## src/rtl/sync_fifo_pkg.sv

```systemverilog
// Shared constants and helpers for the synchronous FIFO.
// Pointer width carries one extra wrap bit above the storage address.
package sync_fifo_pkg;

  localparam int unsigned DEFAULT_DEPTH = 8;
  localparam int unsigned DEFAULT_WIDTH = 8;

  function automatic int unsigned ptr_width(input int unsigned depth);
    return 32'($clog2(depth)) + 32'd1;
  endfunction

endpackage

```

## src/rtl/sync_fifo_mem.sv

```systemverilog
// DEPTH x WIDTH storage with a synchronous write port and a registered read port.
// The read register resets to zero; the array itself is never cleared.
module sync_fifo_mem #(
  parameter int unsigned DEPTH = 8,
  parameter int unsigned WIDTH = 8,
  parameter int unsigned AW    = 3
) (
  input  logic             clk,
  input  logic             rst_n,
  input  logic             we_i,
  input  logic [AW-1:0]    waddr_i,
  input  logic [WIDTH-1:0] wdata_i,
  input  logic             re_i,
  input  logic [AW-1:0]    raddr_i,
  output logic [WIDTH-1:0] rdata_o
);

  logic [WIDTH-1:0] mem_q [DEPTH];
  logic [WIDTH-1:0] rdata_q;

  always_ff @(posedge clk) begin
    if (we_i) begin
      mem_q[waddr_i] <= wdata_i;
    end
  end

  // Holds its value whenever no read is accepted.
  always_ff @(posedge clk or negedge rst_n) begin
    if (!rst_n) begin
      rdata_q <= '0;
    end else if (re_i) begin
      rdata_q <= mem_q[raddr_i];
    end
  end

  assign rdata_o = rdata_q;

endmodule

```

## src/rtl/sync_fifo.sv

```systemverilog
// Single-clock FIFO: wrap-bit pointers and flags here, storage in sync_fifo_mem.
// full/empty are decoded combinationally from the pointer registers.
module sync_fifo
  import sync_fifo_pkg::*;
#(
  parameter int unsigned DEPTH = DEFAULT_DEPTH,
  parameter int unsigned WIDTH = DEFAULT_WIDTH
) (
  input  logic             clk_sig,
  input  logic             rst_sig,
  input  logic             w_en_sig,
  input  logic             r_en_sig,
  input  logic [WIDTH-1:0] data_in,
  output logic [WIDTH-1:0] data_out,
  output logic             full,
  output logic             empty
);

  localparam int unsigned PW = ptr_width(DEPTH);
  localparam int unsigned AW = PW - 1;

  logic [PW-1:0] wr_ptr_q, wr_ptr_d;
  logic [PW-1:0] rd_ptr_q, rd_ptr_d;
  logic          wr_accept_c;
  logic          rd_accept_c;

  assign empty = (wr_ptr_q == rd_ptr_q);
  assign full  = (wr_ptr_q[AW-1:0] == rd_ptr_q[AW-1:0]) && (wr_ptr_q[AW] != rd_ptr_q[AW]);

  // Full blocks writes and empty blocks reads, which also resolves the simultaneous cases.
  assign wr_accept_c = w_en_sig && !full;
  assign rd_accept_c = r_en_sig && !empty;

  always_comb begin
    wr_ptr_d = wr_ptr_q;
    rd_ptr_d = rd_ptr_q;
    if (wr_accept_c) begin
      wr_ptr_d = wr_ptr_q + PW'(1);
    end
    if (rd_accept_c) begin
      rd_ptr_d = rd_ptr_q + PW'(1);
    end
  end

  always_ff @(posedge clk_sig or negedge rst_sig) begin
    if (!rst_sig) begin
      wr_ptr_q <= '0;
      rd_ptr_q <= '0;
    end else begin
      wr_ptr_q <= wr_ptr_d;
      rd_ptr_q <= rd_ptr_d;
    end
  end

  sync_fifo_mem #(
    .DEPTH (DEPTH),
    .WIDTH (WIDTH),
    .AW    (AW)
  ) u_mem (
    .clk     (clk_sig),
    .rst_n   (rst_sig),
    .we_i    (wr_accept_c),
    .waddr_i (wr_ptr_q[AW-1:0]),
    .wdata_i (data_in),
    .re_i    (rd_accept_c),
    .raddr_i (rd_ptr_q[AW-1:0]),
    .rdata_o (data_out)
  );

endmodule

```

## config.mk

```make
export PLATFORM = sky130hd
export DESIGN_NAME = sync_fifo
export DESIGN_NICKNAME = d
export VERILOG_FILES = /design/src/rtl/sync_fifo_pkg.sv /design/src/rtl/sync_fifo_mem.sv /design/src/rtl/sync_fifo.sv
export SDC_FILE = /design/constraint.sdc
export NUM_CORES = 1
export LEC_CHECK = 0
export ABC_CLOCK_PERIOD_IN_PS = 2600
export CORE_UTILIZATION = 40
export CTS_BUF_LIST = sky130_fd_sc_hd__clkbuf_4 sky130_fd_sc_hd__clkbuf_8 sky130_fd_sc_hd__clkbuf_16
export CTS_CLUSTER_DIAMETER = 40
export DETAILED_ROUTE_END_ITERATION = 6
export PLACE_DENSITY = 0.7
export SETUP_SLACK_MARGIN = 0.1
export SYNTH_ARGS = -nofsm -noshare
export SYNTH_HDL_FRONTEND = slang
export SYNTH_HIERARCHICAL = 1
export SYNTH_SLANG_ARGS = --single-unit
```

## constraint.sdc

```tcl
create_clock -name clk_sig -period 2.6 [get_ports clk_sig]
set_input_delay 0.52 -clock clk_sig [delete_from_list [all_inputs] [get_ports clk_sig]]
set_output_delay 0.52 -clock clk_sig [all_outputs]
set_load 0.02 [all_outputs]
```

==> summary.txt <==
Floorplan
  – Starting Density: between 40% and 50%
  – Boundary Pins: 22
  – Standard-cell rows: 33
  – Die area: 8930 µm²
  – Die Span Y: 94.5 µm
  – Core area: 8260 µm²
  – Die X: approximately 94 µm

Synthesis
  – Post-synth top area cell: edfxtp_1
  – Synth top area cells: edfxtp_1 (56%), dfrtp_1 (12%), mux2i_1 (7.0%)
  – Mean Syn Cell Area: 16.1 µm²
  – Synth cell types: 35
  – #FFs+latches synth: 80
  – YS warnings: 6
  – Syn Nets: around 230
  – EDFF count, synth: 64
  – Post-synthesis sequential area ratio: about two thirds
  – Most frequent cells after synthesis: edfxtp_1 (64), mux2i_1 (24), dfrtp_1 (16), nor2b_1 (16)
  – Synth top area share: 56.2%
  – Most frequent cell after synthesis: edfxtp_1
  – Post-synth ARST share: between 20% and 30%
  – Synth Instances: between 200 and 250
  – Post-synth top flop: edfxtp_1
  – Cell Area, Synth: 3420 µm²

Layout
  – P&R area growth vs syn: 17.0%
  – Antenna Cells: 0
  – Nets: roughly 260
  – Layout cell share with drive strength beyond 1: between 15 and 20%

CTS
  – Reg clk slew, reported paths: 0.08 ns
  – Worst skew pair latency: roughly 0.34 ns
  – CTS tree: done
  – Max clock buf depth: 2
  – Hold Buf Count CTS: 0
  – Post-CTS Setup Repair Bufs: 0
  – CTS buffer count: 9
  – Clk sinks: 80
  – Root Buffer: clkbuf_8
  – Htree depth: 3

Worst setup path
  – CP Class: flip-flop to primary output
  – RR Endpoint: u_mem/mem_q[7][6]
  – Crit start category: flip-flop
  – Worst R2R Setup Slack: ~0.61 ns
  – Crit path DAT: between 1.5 and 2 ns
  – Worst path required time: 2.08 ns
  – Reg2Reg Depth: 6
  – Reg2reg start: wr_ptr_q[2]
  – Max FO, Critical Path: 7
  – Crit end category: primary output

Global route
  – Gr ovfl total: 0
  – GR Util All Layers: between 10% and 20%
  – Maximum number of pins on one net before global-route repair: 45
  – Vias in the first global route: ~1800
  – Initial antenna violation count: 0
  – First-pass GRT wire length: ~9600 µm

Routing
  – Via Count: ~1900
  – DRC viols: 0
  – Final wirelength: 6230 µm
  – Initial DRC count: between 100 and 150
  – Post-route ant nets: 0
  – DR WL/cell: 17.3 µm
  – Vias per inst: about 5.2
  – Drt pass-1 iters: 4

Power
  – Overall Power: 4610 µW
  – Combinational fraction of design power: 39.4%
  – Clock network fraction of design power: 21.0%
  – VDD IR max: approximately 490 µV
  – Leakage power: 0.00147 µW
  – Sw Ratio: about a third
  – Net switching power figure: 1630 µW
  – PwrDens: 1150 nW/µm²
  – Int Pwr: 2980 µW
  – Sequential share of power: slightly below 40%

STA
  – Hold Vio Cnt, Final: 0
  – Skew final: 0.00715 ns
  – Pins Over Slew Limit: 0
  – Smallest hold slack: roughly 0.5 ns
  – Rel. slew slack: 59.5%
  – RSZ-0062 raised after global routing: no
  – Setup Viol. Count Final: 0
  – Period minus WS final: 2.33 ns
  – Tightest Pin Transition: 0.606 ns
  – Tcrit/Tclk final: about nine tenths
  – Sum of negative setup slack: 0 ns
  – FMAX: approximately 0.43 GHz

Place
  – Port Buffer Count: 21
  – Dpl hpwl: roughly 4000 µm
  – GP Congestion: between 0.7 and 0.8

Run status
  – Status: finished clean

Worst hold path
  – Hold crit path type: input pin to async pin

Job
  – Max-cap viol count: 0
-- per-stage QoR --
stage	instance area [µm²]	worst slack, ns	std cells	util [%]
floorplan	3420	0.433	213	-
global placement	3800	0.260	344	46.0
detailed placement	3800	0.229	344	46.0
CTS	4010	0.126	360	48.6
global route	4000	0.196	360	48.5
finish	4000	0.268	360	48.5
-- power groups by stage --
stage	combinational [µW]	clock, µW	sequential, µW
final	1820	965	1820
after detailed placement	1830	0	1850
after global routing	1970	1040	1860
after CTS	1830	985	1830
after global placement	1820	0	1840
after floorplan	1210	0	1950
-- metal layers --
metal,wire (µm),vias to the layer above,track usage [%]
met5,0,-,0
met4,84,0,6.82
met3,264,9,2.42
met2,2970,39,23.3
met1,2910,939,21.1
li1,-,900,-
-- worst max-delay path, cell delays in order (launching register included) --
cell,delay (ns)
dfrtp_1,0.46
xor2_2,0.27
or3_4,0.44
nor2_1,0.12
clkbuf_2,0.18
-- layout make-up --
| class | count | area, µm² |
|---|---|---|
| multi-input combinational | 120 | 1010 |
| sequential | 80 | 2320 |
| timing repair buffer | 35 | 305 |
| inverter | 4 | 15.0 |
| clock buffer | 10 | 131 |
| tap | 105 | 131 |
| fill | 706 | 4250 |
| clock inverter | 6 | 83.8 |
-- cells by family after synthesis --
family	after synthesis	synth area share, %
muxes	26	7.79
DFF	80	67.9
AOI/OAI and AO/OA	32	9.73
and+or+nand+nor	51	8.41
adders and majority gates	2	0.731
buffers and inverters	13	2.49
xor gates and xnor gates	9	2.96
-- state kept, by name, indices dropped and copies added, names as in the netlist --
| name | cells |
|---|---|
| rd_ptr_q | 4 |
| u_mem/mem_q | 64 |
| u_mem/rdata_o | 8 |
| wr_ptr_q | 4 |
-- worst max path at each step --
stage | endpoint | cells after the start | start | slack, ns
finish | full | 4 | wr_ptr_q[2] | 0.27
global route | full | 4 | wr_ptr_q[2] | 0.20
CTS | full | 4 | wr_ptr_q[2] | 0.13
detailed placement | empty | 4 | wr_ptr_q[2] | 0.23
global placement | empty | 4 | wr_ptr_q[2] | 0.26
floorplan | u_mem/mem_q[4][0] | 5 | wr_ptr_q[1] | 0.43
-- cells in the final DEF, fill, tap and decap left out, types with 2 or more instances in the layout --
| cell | netlist | routed |
|---|---|---|
| nand4_1 | 2 | 2 |
| clkinv_1 | 0 | 2 |
| and2_1 | 2 | 2 |
| a41o_1 | 8 | 8 |
| nor2b_1 | 16 | 16 |
| o41ai_4 | 2 | 2 |
| clkbuf_8 | 0 | 9 |
| nor2_1 | 8 | 8 |
| nand2b_1 | 4 | 4 |
| dfrtp_1 | 16 | 15 |
| bufinv_16 | 0 | 2 |
| xnor2_1 | 5 | 5 |
| xor2_2 | 3 | 3 |
| mux2i_1 | 24 | 24 |
| ha_1 | 2 | 2 |
| o311ai_2 | 2 | 2 |
| clkbuf_2 | 0 | 2 |
| nor3_1 | 2 | 2 |
| nand3_1 | 8 | 8 |
| o311ai_0 | 2 | 2 |
| o41ai_1 | 2 | 2 |
| clkdlybuf4s50_1 | 0 | 19 |
| buf_4 | 2 | 14 |
| a22oi_1 | 8 | 8 |
| inv_1 | 4 | 4 |
| edfxtp_1 | 64 | 64 |
| and4_1 | 2 | 2 |
| a211o_1 | 8 | 8 |
| nand2_1 | 4 | 4 |
-- repair_timing --
action / CTS / global route
gates resized for setup: 2 / 4
gates cloned: 0 / 0
endpoints found under the hold margin: 0 / 0
setup endpoints to repair: 2 / 2
No activity file was read; power rests on OpenSTA's default activity.
